`config.mk`:
```
export PLATFORM = sky130hd
export DESIGN_NAME = ring_mem_responder
export DESIGN_NICKNAME = d
export VERILOG_FILES = /design/src/rtl/ring_mem_responder.sv
export SDC_FILE = /design/constraint.sdc
export NUM_CORES = 1
export LEC_CHECK = 0
export BUFFER_PORTS_ARGS = -buffer_cell sky130_fd_sc_hd__buf_2
export CORE_MARGIN = 4
export CORE_UTILIZATION = 35
export DETAILED_ROUTE_END_ITERATION = 8
export PLACE_DENSITY = 0.48
export SETUP_SLACK_MARGIN = 0.02
export SLEW_MARGIN = 20
export SYNTH_ARGS = -nofsm -noshare
export SYNTH_HDL_FRONTEND = slang
export SYNTH_SLANG_ARGS = --single-unit
```
`constraint.sdc`:
```
create_clock -name clock -period 4.12 [get_ports clock]
set_input_delay 0.206 -clock clock [delete_from_list [all_inputs] [get_ports clock]]
set_output_delay 0.206 -clock clock [all_outputs]
set_load 0.02 [all_outputs]
```
`src/rtl/ring_mem_responder.sv`:
```
// Generic FIFO: pre-edge full/empty, simultaneous push/pop allowed, pointers wrap modulo DEPTH.
// Latency: a pushed word is visible at popData the cycle after the push edge.
// Backpressure: pushes while full are ignored unless a real pop frees the slot in the same cycle.
module ringFifo #(
    parameter int WIDTH = 8,
    parameter int DEPTH = 4
) (
    input  logic                     clock,
    input  logic                     reset,
    input  logic                     push,
    input  logic [WIDTH-1:0]         pushData,
    input  logic                     pop,
    output logic [WIDTH-1:0]         popData,
    output logic [$clog2(DEPTH):0]   count
);
    localparam int AW = $clog2(DEPTH);
    localparam logic [AW:0]   FULL_COUNT = (AW+1)'(DEPTH);
    localparam logic [AW-1:0] LAST_PTR   = AW'(DEPTH - 1);

    logic [WIDTH-1:0] mem [DEPTH];
    logic [AW-1:0]    wrPtr;
    logic [AW-1:0]    rdPtr;
    logic             popOk;
    logic             pushOk;

    // A pop only counts when there is data; only such a pop can make room for a push while full.
    assign popOk   = pop && (count != '0);
    assign pushOk  = push && ((count != FULL_COUNT) || popOk);
    assign popData = mem[rdPtr];

    // Storage array, no reset needed: occupancy decides what is valid.
    always_ff @(posedge clock) begin
        if (pushOk) mem[wrPtr] <= pushData;
    end

    // Pointer and occupancy bookkeeping.
    always_ff @(posedge clock) begin
        if (reset) begin
            wrPtr <= '0;
            rdPtr <= '0;
            count <= '0;
        end else begin
            if (pushOk) wrPtr <= (wrPtr == LAST_PTR) ? '0 : wrPtr + 1'b1;
            if (popOk)  rdPtr <= (rdPtr == LAST_PTR) ? '0 : rdPtr + 1'b1;
            if (pushOk && !popOk)      count <= count + 1'b1;
            else if (!pushOk && popOk) count <= count - 1'b1;
        end
    end
endmodule

// Ring memory responder: consumes Address/WriteData slots, issues line commands, streams read lines back.
// Latency: ring slot in -> out 1 cycle; read line returned as 8 registered words after the 8th memory word.
// Backpressure: ring cannot be stalled, so full FIFOs drop and set sticky overflow; mem side uses valid/ready.
module ring_mem_responder #(
    parameter int CMD_DEPTH = 4,
    parameter int WD_DEPTH  = 32
) (
    input  logic        clock,
    input  logic        reset,
    input  logic [31:0] RingIn,
    input  logic [3:0]  SlotTypeIn,
    input  logic [3:0]  SrcDestIn,
    output logic [31:0] RingOut,
    output logic [3:0]  SlotTypeOut,
    output logic [3:0]  SrcDestOut,
    output logic [31:0] RDreturn,
    output logic [3:0]  RDdest,
    output logic        mem_cmd_valid,
    input  logic        mem_cmd_ready,
    output logic        mem_cmd_write,
    output logic [27:0] mem_cmd_addr,
    output logic [31:0] mem_wd,
    input  logic        mem_wd_pop,
    input  logic [31:0] mem_rd_data,
    input  logic        mem_rd_valid,
    output logic        mem_rd_ready,
    output logic        overflow
);
    // Token (1) and any other type are forwarded untouched, so only these need names.
    localparam logic [3:0] SLOT_NULL  = 4'd7;
    localparam logic [3:0] SLOT_ADDR  = 4'd2;
    localparam logic [3:0] SLOT_WDATA = 4'd3;

    localparam int CW  = $clog2(CMD_DEPTH) + 1;
    localparam int WCW = $clog2(WD_DEPTH) + 1;
    localparam logic [CW-1:0]  CMD_FULL = CW'(CMD_DEPTH);
    localparam logic [WCW-1:0] WD_FULL  = WCW'(WD_DEPTH);

    typedef enum logic [1:0] {RIDLE, FILL, SEND} rstate_t;

    rstate_t        state;
    logic [2:0]     rcnt;
    logic [2:0]     kIdx;
    logic [31:0]    lineBuf [8];

    logic           isAddr;
    logic           isWdata;
    logic           addrRead;
    logic           enoughWords;

    logic [CW-1:0]  cmdCount;
    logic [32:0]    cmdHead;
    logic           cmdEmpty;
    logic           cmdFull;
    logic           cmdPush;
    logic           cmdPushOk;
    logic           cmdPop;

    logic [CW-1:0]  tagCount;
    logic [3:0]     tagHead;
    logic           tagEmpty;
    logic           tagFull;
    logic           tagPush;
    logic           tagPop;

    logic [WCW-1:0] wdCount;
    logic [WCW-1:0] claimCnt;
    logic           wdEmpty;
    logic           wdFull;
    logic           wdPopOk;
    logic           acceptWrite;
    logic           protoErr;

    assign isAddr   = (SlotTypeIn == SLOT_ADDR);
    assign isWdata  = (SlotTypeIn == SLOT_WDATA);
    assign addrRead = RingIn[28];

    assign cmdEmpty = (cmdCount == '0);
    assign cmdFull  = (cmdCount == CMD_FULL);
    assign tagEmpty = (tagCount == '0);
    assign tagFull  = (tagCount == CMD_FULL);
    assign wdEmpty  = (wdCount == '0);
    assign wdFull   = (wdCount == WD_FULL);
    assign wdPopOk  = mem_wd_pop && !wdEmpty;

    // A write needs a full line of data that no earlier write has already claimed.
    assign enoughWords = {1'b0, wdCount} >= ({1'b0, claimCnt} + (WCW+1)'(8));

    assign cmdPush     = isAddr && (addrRead || enoughWords);
    assign cmdPushOk   = cmdPush && (!cmdFull || cmdPop);
    assign acceptWrite = cmdPushOk && !addrRead;

    // Reads are held back while no tag slot is free, so a popped read always has a tag home.
    assign mem_cmd_valid = !cmdEmpty && (cmdHead[32] || !tagFull);
    assign mem_cmd_write = cmdHead[32];
    assign mem_cmd_addr  = cmdHead[31:4];
    assign cmdPop        = mem_cmd_valid && mem_cmd_ready;
    assign tagPush       = cmdPop && !cmdHead[32];
    assign tagPop        = (state == SEND) && (kIdx == 3'd7);

    assign protoErr = (isWdata && wdFull && !wdPopOk)
                    || (cmdPush && !cmdPushOk)
                    || (isAddr && !addrRead && !enoughWords)
                    || (mem_wd_pop && wdEmpty);

    ringFifo #(.WIDTH(33), .DEPTH(CMD_DEPTH)) cmdFifo (
        .clock    (clock),
        .reset    (reset),
        .push     (cmdPush),
        .pushData ({~RingIn[28], RingIn[27:0], SrcDestIn}),
        .pop      (cmdPop),
        .popData  (cmdHead),
        .count    (cmdCount)
    );

    ringFifo #(.WIDTH(4), .DEPTH(CMD_DEPTH)) tagFifo (
        .clock    (clock),
        .reset    (reset),
        .push     (tagPush),
        .pushData (cmdHead[3:0]),
        .pop      (tagPop),
        .popData  (tagHead),
        .count    (tagCount)
    );

    ringFifo #(.WIDTH(32), .DEPTH(WD_DEPTH)) wdFifo (
        .clock    (clock),
        .reset    (reset),
        .push     (isWdata),
        .pushData (RingIn),
        .pop      (mem_wd_pop),
        .popData  (mem_wd),
        .count    (wdCount)
    );

    // Ring stage: memory slots are swallowed and replaced by Null, everything else is forwarded.
    always_ff @(posedge clock) begin
        if (reset || isAddr || isWdata) begin
            SlotTypeOut <= SLOT_NULL;
            RingOut     <= '0;
            SrcDestOut  <= '0;
        end else begin
            SlotTypeOut <= SlotTypeIn;
            RingOut     <= RingIn;
            SrcDestOut  <= SrcDestIn;
        end
    end

    // Claimed-word tracking: accepted writes reserve 8 words, each real pop releases one reservation.
    always_ff @(posedge clock) begin
        if (reset) begin
            claimCnt <= '0;
        end else begin
            claimCnt <= claimCnt
                      + (acceptWrite ? WCW'(8) : '0)
                      - ((wdPopOk && (claimCnt != '0)) ? WCW'(1) : '0);
        end
    end

    // Sticky error flag, cleared only by reset.
    always_ff @(posedge clock) begin
        if (reset)         overflow <= 1'b0;
        else if (protoErr) overflow <= 1'b1;
    end

    // Line buffer capture; contents are only meaningful once rcnt has counted a full line.
    always_ff @(posedge clock) begin
        if (state == FILL && mem_rd_valid) lineBuf[rcnt] <= mem_rd_data;
    end

    // Read-return FSM: collect one 8-word line, then replay it to the tagged core on consecutive cycles.
    always_ff @(posedge clock) begin
        if (reset) begin
            state        <= RIDLE;
            rcnt         <= '0;
            kIdx         <= '0;
            mem_rd_ready <= 1'b0;
            RDreturn     <= '0;
            RDdest       <= '0;
        end else begin
            RDreturn <= '0;
            RDdest   <= '0;
            case (state)
                RIDLE: begin
                    if (!tagEmpty) begin
                        state        <= FILL;
                        rcnt         <= '0;
                        mem_rd_ready <= 1'b1;
                    end
                end
                FILL: begin
                    if (mem_rd_valid) begin
                        rcnt <= rcnt + 3'd1;
                        if (rcnt == 3'd7) begin
                            state        <= SEND;
                            kIdx         <= '0;
                            mem_rd_ready <= 1'b0;
                        end
                    end
                end
                SEND: begin
                    RDreturn <= lineBuf[kIdx];
                    RDdest   <= tagHead;
                    kIdx     <= kIdx + 3'd1;
                    if (kIdx == 3'd7) state <= RIDLE;
                end
                default: begin
                    state        <= RIDLE;
                    mem_rd_ready <= 1'b0;
                end
            endcase
        end
    end
endmodule

```
==> results of run 1 <==
-- where the power goes --
| group | total [mW] | internal [mW] | switching (mW) |
|---|---|---|---|
| sequential | 17.7 | 17.5 | 0.200 |
| clock | 14.7 | 8.52 | 6.23 |
| combinational | 5.68 | 2.71 | 2.97 |
| total | 38.1 | 28.7 | 9.41 |
-- metal layers --
| layer | vias to the layer above | GRT usage | part of all wire |
|---|---|---|---|
| met4 | 0 | 0.03872 | 0.017 |
| met1 | 14700 | 0.2107 | 0.42 |
| li1 | 11530 | - | - |
| met3 | 182 | 0.02714 | 0.034 |
| met5 | - | 0 | 0 |
| met2 | 494 | 0.2902 | 0.53 |
-- area by class of cell --
type | instances | area (sq um) | area share
tap | 2204 | 2758 | 0.03967
multi-input combinational | 861 | 12890 | 0.1854
clock inverter | 84 | 980.9 | 0.01411
sequential | 1557 | 45490 | 0.6543
timing repair buffer | 369 | 2853 | 0.04104
inverter | 25 | 93.84 | 0.001350
antenna | 1 | 2.502 | 0.00003600
clock buffer | 214 | 4453 | 0.06405
-- timing repair --
action / CTS / global route
hold buffers: 69 / 0
setup endpoints to repair: 0 / 1
endpoints found under the hold margin: 976 / 0
gates resized for setup: 0 / 1
-- synth_stat cells (3+ instances only) --
master       n  area share
a21o_1       5     0.00064
a21oi_1     31      0.0026
and2_1      44      0.0047
and3_1       4     0.00042
buf_1       33      0.0021
buf_2       21      0.0018
buf_4       38      0.0048
buf_6        4     0.00076
clkbuf_1    54      0.0034
dfxtp_1    129       0.044
edfxtp_1  1428        0.73
fa_1         4      0.0014
ha_1        43      0.0091
inv_1       25      0.0016
mux2_2      33      0.0063
mux2i_1     43      0.0073
mux4_2     421        0.16
nand2_1     27      0.0017
nand2b_1     9     0.00096
nand3_1      9     0.00076
nand3b_1     4     0.00051
nor2_1     104      0.0066
nor2b_1     11      0.0012
nor3_1       9     0.00076
o21ai_0     11     0.00093
or3_1        7     0.00074
or3b_2       3     0.00045
or4_1        4     0.00051
xnor2_1      7      0.0010
xor2_1       6     0.00089
-- state kept, by name, summed over array words and instances, names as in the netlist, 5 cells and up, named ones only --
signal	count
cmdFifo.mem	132
tagFifo.mem	16
claimCnt	6
wdFifo.rdPtr	5
wdFifo.mem	1024
RDreturn	32
RingOut	32
lineBuf	256
wdFifo.wrPtr	5
wdFifo.count	6
-- worst max-delay path, stage by stage (launching register included) --
cell,delay (ns)
dfxtp_4,0.73
buf_4,0.53
mux4_2,0.46
mux4_2,0.51
mux2_2,0.33
buf_2,0.17
-- worst max path at each step --
stage / from / endpoint / slack (ns) / cells after the start
2_1_floorplan: state[0]$_SDFFE_PP0P_ / lineBuf[0][0]$_DFFE_PP_ / 0.64 / 3
3_3_place_gp: wdFifo.count[1]$_SDFFE_PP0P_ / wdFifo.count[5]$_SDFFE_PP0P_ / 0.37 / 11
3_5_place_dp: wdFifo.count[1]$_SDFFE_PP0P_ / wdFifo.count[5]$_SDFFE_PP0P_ / 0.32 / 9
5_1_grt: register / mem_wd[0] / 0.20 / 6
4_1_cts: register / mem_wd[12] / 0.20 / 5
6_report: register / mem_wd[12] / 0.32 / 5
-- stage by stage --
stage          worst slack [ns]  hold slack [ns]  utilization  power (mW)
2_1_floorplan            0.6357           0.3049            -       21.95
3_3_place_gp             0.3705           0.4185       0.3790       23.74
3_5_place_dp             0.3196           0.4247       0.3790       23.82
4_1_cts                  0.1975        0.0003627       0.4157       38.73
5_1_grt                  0.2049          0.03894       0.4157       39.66
6_report                 0.3169          0.04520       0.4157       38.09
-- kinds of logic after synthesis --
family                   Yosys count  share of synthesized area
flip-flops                      1557                     0.7716
adder cells (fa/ha/maj)           47                    0.01049
AO/OA/AOI/OAI                     57                   0.005755
multiplexers                     497                     0.1745
AND/OR/NAND/NOR                  247                    0.02119
XOR/XNOR                          13                   0.001932
buffers and inverters            175                    0.01452
==> flow_summary.yaml, run 1 <==
outcome:
  outcome: "finished, final reports clean"
timing:
  fin_crit_ns: 3.803
  clock_skew_ns: 0.04153
  setup_tns_ns: 0
  worst_pin_slew_ns: 1.030
  grt_setup_unrepaired: "false"
  setup_viol: 0
  final_max_slew_viol_count: 0
  fmax_ghz: 0.2629
  fin_crit_sh: 0.9231
  finalHoldViolCount: 0
  slew_headroom: 0.3132
synth:
  synth_warnings: 0
  avgSynthCellArea_sq_um: 22.72
  synth_cells: 2593
  synth_seq_cells: 1557
  yosysUniqueCellTypes: 45
  ys.flop_type: "edfxtp_1"
  async_flop_share: 0
  synth_edf_count: 1428
  seq_area_frac_synth: 0.7716
  synth_nets: 2717
  synthesis.area_sq_um: 58920
setup_path:
  path_class: "reg -> out"
  cp_data_required_time_ns: 3.91
  crit_fanout: 31
  cp.arrival_ns: 3.60
  start_kind: "register"
  r2r_setup_slack_ns: 0.52
  worstReg2RegEnd: "wdFifo.count[5]$_SDFFE_PP0P_"
  r2r_start: "wdFifo.count[1]$_SDFFE_PP0P_"
  ff2ff_path_depth: 9
  end_kind: "output pin"
final_layout:
  drive_gt1_frac: 0.3399
  final_common_cell: "edfxtp_1"
  mostFrequentLayoutCells: "1428 x edfxtp_1, 421 x mux4_2, 216 x buf_2"
  nFillCells: 14420
  fin_area_sq_um: 69520
  final-instance-count-excl-fill: 5315
  syn_to_final_growth_pct: 17.98
  final_net_count: 3102
cts:
  cts_tree: "yes"
  path_clk_slew_ns: 0.06
  clk_latency_ns: 0.81
  cts_setup_buffers: 0
  ctsHtreeMaxLevel: 4
  cts-root-buf: "clkbuf_16"
  clock_path_buffers: 3
  clkSinkCount: 1557
  cts_buffers: 164
grt:
  antenna_found_initial: 2
  globalRoute.totalOverflow: 0
  grt_max_degree: 66
  grt_use_total: 0.1637
  grt_pass1_wl_um: 208000
  grt_pass1_vias: 29200
floorplanning:
  dieArea_sq_um: 175000
  num_rows: 150
  core_sq_um: 167200
  die_w_um: 418.3
  die_y_um: 418.3
  initial_core_util: 0.3524
  ios: 217
worst_hold_path:
  whs_endpoint: "wdFifo.mem[19][14]$_DFFE_PP_"
  hold_depth: 1
  worstHoldPathType: "in -> reg"
  hp-start: "RingIn[14]"
route:
  avgRoutedWirePerCell_um: 26.75
  dr.pass1.iters: 5
  drcViolationCount: 0
  vias_per_cell: 5.062
  dr_total_vias: 26900
  drt-total-wl_um: 142200
  final_antenna_net_count: 0
  drt_iter0_markers: 1822
placed_design:
  dpl_cell_area_sq_um: 63380
  io_buffers: 216
  dp_cells: 4947
  dp_hpwl_um: 84840
  gp_congestion: 0.7677
power:
  ir_drop_mv: 0.4719
  p_leak_nw: 21.79
  p_per_area_nw_per_um2: 547.9
job:
  maxCapViolations: 0
Note: power is estimated with default switching activity, not from simulation.
==> run 2: changes to the inputs <==
CORE_ASPECT_RATIO = 1.2   (was default)
==> run 2 against run 1 <==
- worst setup slack lost 0.030 ns
- sequential share of layout area shrank 0.20 points
- clock-buffer cell count shrank 19
- worst hold slack lost 0.0094 ns
- clock power is essentially flat
- global-route usage grew 0.55 points
- via count grew 1.9%
- critical path type is now reg -> reg
==> flow_summary.yaml, run 2 (same netlist as run 1, synthesis figures left out) <==
setup_path:
  worstReg2RegEnd: "wdFifo.count[5]$_SDFFE_PP0P_"
  cp_slowest_stage_delay_ns: 0.62
  r2r_setup_slack_ns: 0.29
  end_kind: "register"
  cp_cell_sequence: "or4_1 > o31ai_2 > inv_1 > ha_1 > inv_1 > ha_1 > nor2b_1 > a311oi_1 > o311ai_0 > xnor2_1 > nor2_1"
  slowest_stage: "or4_1"
  start_kind: "register"
  r2r_start: "wdFifo.count[1]$_SDFFE_PP0P_"
  crit_fanout: 9
  ff2ff_path_depth: 11
  cp_data_required_time_ns: 4.77
  cp.arrival_ns: 4.48
  path_class: "reg -> reg"
job:
  maxCapViolations: 0
outcome:
  outcome: "finished, final reports clean"
route:
  drcViolationCount: 0
  dr_total_vias: 27410
  final_antenna_net_count: 0
  dr.pass1.iters: 5
  drt-total-wl_um: 147900
  vias_per_cell: 5.112
  avgRoutedWirePerCell_um: 27.57
  drt_iter0_markers: 1937
power:
  p_per_area_nw_per_um2: 544.6
  ir_drop_mv: 0.3324
  p_leak_nw: 21.83
  power_mw: 37.97
grt:
  grt_use_total: 0.1692
  globalRoute.totalOverflow: 0
  grt_pass1_wl_um: 213400
  antenna_found_initial: 7
  grt_max_degree: 67
  grt_pass1_vias: 29620
worst_hold_path:
  hold_depth: 1
  hp-start: "RingIn[20]"
  worstHoldPathType: "in -> reg"
  whs_endpoint: "wdFifo.mem[24][20]$_DFFE_PP_"
floorplanning:
  die_y_um: 457.5
  ios: 217
  core_sq_um: 166800
  num_rows: 164
  dieArea_sq_um: 175000
  initial_core_util: 0.3532
  die_w_um: 382.6
final_layout:
  final_common_cell: "edfxtp_1"
  utilization: 0.4180
  fin_area_sq_um: 69730
  drive_gt1_frac: 0.3430
  largestRegisters: "wdFifo.mem: 1024 flops, lineBuf: 256 flops, cmdFifo.mem: 132 flops"
  largest_reg_flops: 1024
  final_net_count: 3106
  mostFrequentLayoutCells: "1428 x edfxtp_1, 421 x mux4_2, 216 x buf_2"
  largest_register: "wdFifo.mem"
  syn_to_final_growth_pct: 18.35
  final-instance-count-excl-fill: 5362
timing:
  hold_ws_ns: 0.03585
  finalHoldViolCount: 0
  fin_ws_ns: 0.2872
  fin_crit_sh: 0.9303
  setup_viol: 0
  fin_crit_ns: 3.833
  clock_skew_ns: 0.03099
  slew_headroom: 0.3471
  fmax_ghz: 0.2609
  setup_tns_ns: 0
  worst_pin_slew_ns: 0.9793
  final_max_slew_viol_count: 0
  grt_setup_unrepaired: "false"
cts:
  clkSinkCount: 1557
  clock_path_buffers: 3
  postCtsHoldBufs: 67
  cts_tree: "yes"
  path_clk_slew_ns: 0.06
  clk_latency_ns: 0.81
  cts_resized: 0
  cts_setup_buffers: 0
  cts_buffers: 162
  ctsHtreeMaxLevel: 4
  cts-root-buf: "clkbuf_16"
placed_design:
  dp_hpwl_um: 83150
  dpl_cell_area_sq_um: 63650
  gp_congestion: 0.7406
  place_ws_ns: 0.3629
  dp_cells: 4992
  io_buffers: 216
run 2: cell count changes in the layout (fill, tap and decap cells not counted), moves of 3 or more:
cell	change
clkinvlp_4	+6
clkinv_8	+3
diode_2	+3
bufinv_16	+5
inv_6	+7
buf_12	+12
buf_4	-4
clkinv_1	+5
clkinv_16	-5
clkbuf_1	-8
clkbuf_8	-9
run 2: worst max-delay path by stage:
stage	cells past startpoint	startpoint	to
after floorplan	3	state[0]$_SDFFE_PP0P_	lineBuf[0][0]$_DFFE_PP_
final	11	wdFifo.count[1]$_SDFFE_PP0P_	wdFifo.count[5]$_SDFFE_PP0P_
after global routing	11	wdFifo.count[1]$_SDFFE_PP0P_	wdFifo.count[5]$_SDFFE_PP0P_
after global placement	11	wdFifo.count[1]$_SDFFE_PP0P_	wdFifo.count[5]$_SDFFE_PP0P_
after CTS	5	register	mem_wd[8]
after detailed placement	11	wdFifo.count[1]$_SDFFE_PP0P_	wdFifo.count[5]$_SDFFE_PP0P_
run 2: critical path, delay by kind of cell (launching register included):
| family | cells | cell delay [ns] |
|---|---|---|
| buffers and inverters | 2 | 0.48 |
| XOR/XNOR | 1 | 0.20 |
| adder cells (fa/ha/maj) | 2 | 0.65 |
| AO/OA/AOI/OAI | 3 | 1.16 |
| flip-flops | 1 | 0.38 |
| AND/OR/NAND/NOR | 3 | 0.84 |
run 2: layout make-up:
type,count,area [sq um]
clock inverter,104,1154
clock buffer,195,4249
timing repair buffer,375,3043
tap,2241,2804
multi-input combinational,861,12890
inverter,25,93.84
antenna,4,10.01
sequential,1557,45490
fill,14420,97090
run 2: report_power, final:
group | internal, mW | total [mW] | switching (mW) | leakage [nW]
Clock | 8.57 | 14.8 | 6.20 | 2.62
Sequential | 17.5 | 17.7 | 0.236 | 13.9
Combinational | 2.73 | 5.52 | 2.79 | 5.31
Total | 28.8 | 38.0 | 9.22 | 21.8
run 2: routing by layer:
metal,up-vias,share of wire,track usage
met5,-,0.000088,0
met4,2,0.020,0.04645
met3,197,0.040,0.02710
met2,623,0.54,0.3061
met1,15020,0.40,0.2102
li1,11570,-,-
==> run 3: changes to the inputs <==
CORE_UTILIZATION = 25   (was 35)
GPL_ROUTABILITY_DRIVEN = 0   (was default)
PLACE_DENSITY = 0.37   (was 0.48)
==> run 3 against run 2 <==
- power is 1.5% higher
- die area is 39% higher
- clock skew is 0.0059 ns lower
- worst hold slack better by 0.0078 ns
- utilization is 12 points lower
- sequential share of layout area is 0.87 points lower
- sequential power hardly changed
- sequential cell count stayed put
- cell count is 17% higher
- clock-buffer cell count is 25 higher
- first-iteration DRC count is 6.8% lower
- global-route usage is 3.6 points lower
==> flow_summary.yaml, run 3 (same netlist as run 1, synthesis figures left out) <==
outcome:
  outcome: "finished, final reports clean"
timing:
  final_max_slew_viol_count: 0
  setup_viol: 0
  grt_setup_unrepaired: "false"
  finalHoldViolCount: 0
  setup_tns_ns: 0
  slew_headroom: 0.3141
  fin_crit_sh: 0.9125
  clock_skew_ns: 0.02508
  fin_crit_ns: 3.760
  fmax_ghz: 0.2660
  worst_pin_slew_ns: 1.029
worst_hold_path:
  worstHoldPathType: "in -> reg"
  hold_depth: 1
  whs_endpoint: "wdFifo.mem[24][16]$_DFFE_PP_"
  hp-start: "RingIn[16]"
grt:
  grt_use_total: 0.1335
  grt_pass1_vias: 30050
  grt_max_degree: 70
  antenna_found_initial: 11
  globalRoute.totalOverflow: 0
  grt_pass1_wl_um: 231300
route:
  drcViolationCount: 0
  drt_iter0_markers: 1806
  avgRoutedWirePerCell_um: 26.05
  vias_per_cell: 4.341
  dr_total_vias: 27170
  drt-total-wl_um: 163000
  dr.pass1.iters: 5
  final_antenna_net_count: 0
final_layout:
  final_common_cell: "edfxtp_1"
  drive_gt1_frac: 0.3442
  largestRegisters: "wdFifo.mem: 1024 flops, lineBuf: 256 flops, cmdFifo.mem: 132 flops"
  final_net_count: 3100
  utilization: 0.3023
  largest_reg_flops: 1024
  syn_to_final_growth_pct: 19.94
  nFillCells: 22540
  mostFrequentLayoutCells: "1428 x edfxtp_1, 421 x mux4_2, 216 x buf_2"
  fin_area_sq_um: 70670
  largest_register: "wdFifo.mem"
floorplanning:
  die_w_um: 451.2
  core_sq_um: 233800
  die_y_um: 539.8
  dieArea_sq_um: 243600
  num_rows: 194
  initial_core_util: 0.2521
  ios: 217
power:
  p_per_area_nw_per_um2: 545.3
  ir_drop_mv: 0.2953
  p_leak_nw: 21.81
  power_mw: 38.54
setup_path:
  r2r_setup_slack_ns: 0.41
  end_kind: "output pin"
  cp.arrival_ns: 3.55
  ff2ff_path_depth: 10
  r2r_start: "wdFifo.count[1]$_SDFFE_PP0P_"
  crit_fanout: 33
  start_kind: "register"
  worstReg2RegEnd: "wdFifo.count[5]$_SDFFE_PP0P_"
  path_class: "reg -> out"
  cp_data_required_time_ns: 3.91
cts:
  clkSinkCount: 1557
  clk_latency_ns: 0.80
  clock_path_buffers: 3
  cts-root-buf: "clkbuf_16"
  cts_tree: "yes"
  cts_resized: 0
  cts_buffers: 170
  path_clk_slew_ns: 0.06
  ctsHtreeMaxLevel: 4
placed_design:
  dp_hpwl_um: 92640
  io_buffers: 216
  dpl_cell_area_sq_um: 64490
job:
  maxCapViolations: 0
==> run 3: cell count changes in the layout (fill, tap and decap cells not counted), sizes merged, moves of 4 or more <==
cell / before / now
buf: 308 / 302
bufinv: 18 / 14
clkbuf: 195 / 220
clkinv: 64 / 68
clkinvlp: 9 / 5
dlygate4sd3: 67 / 59
inv: 38 / 31
==> run 3: layer usage <==
metal,part of all wire,wire length (um),GRT usage
met1,0.41,67480,0.1650
met2,0.53,85960,0.2411
met3,0.039,6421,0.02419
met4,0.019,3166,0.03161
met5,0,0,0
==> run 3: final cells by class <==
class	instances	area (sq um)	share of cell area
well taps	3136	3924	0.05552
multi-input cells	861	12910	0.1827
repair buffers	361	2668	0.03775
flip-flops and latches	1557	45490	0.6437
clock inverters	93	949.7	0.01344
inverters	25	93.84	0.001328
clock buffers	220	4624	0.06544
diodes	5	12.51	0.0001770
==> run 3: through the flow <==
step	worst slack [ns]	cells	hold slack [ns]
after floorplan	0.6357	2593	0.3049
after global placement	0.4880	5881	0.4186
after detailed placement	0.4141	5881	0.4248
after CTS	0.1704	6253	0.001274
after global routing	0.1407	6255	0.03255
final	0.3603	6258	0.04367
==> run 3: worst max-delay path by stage <==
| stage | cells past startpoint | slack (ns) | to |
|---|---|---|---|
| floorplan | 3 | 0.64 | lineBuf[0][0]$_DFFE_PP_ |
| global placement | 14 | 0.49 | claimCnt[5]$_SDFF_PP0_ |
| detailed placement | 10 | 0.41 | wdFifo.count[5]$_SDFFE_PP0P_ |
| CTS | 6 | 0.17 | mem_wd[22] |
| global route | 12 | 0.14 | wdFifo.count[5]$_SDFFE_PP0P_ |
| finish | 6 | 0.36 | mem_wd[22] |
==> run 3: power by group <==
group | internal (mW) | leakage, nW | switching, mW
sequential | 17.5 | 13.9 | 0.187
clock | 8.82 | 2.72 | 6.35
combinational | 2.70 | 5.18 | 3.02
total | 29.0 | 21.8 | 9.56
==> run 3: what timing repair did <==
item,in CTS,in global routing
endpoints found under the hold margin,742,0
setup buffers,0,0
hold buffers,59,0
==> run 3: critical path: stages (launching register included) <==
cell and delay (ns):
dfxtp_4 0.44, buf_12 0.29, buf_12 0.33, mux4_2 0.61
mux4_2 0.52, mux2_2 0.31, buf_2 0.17
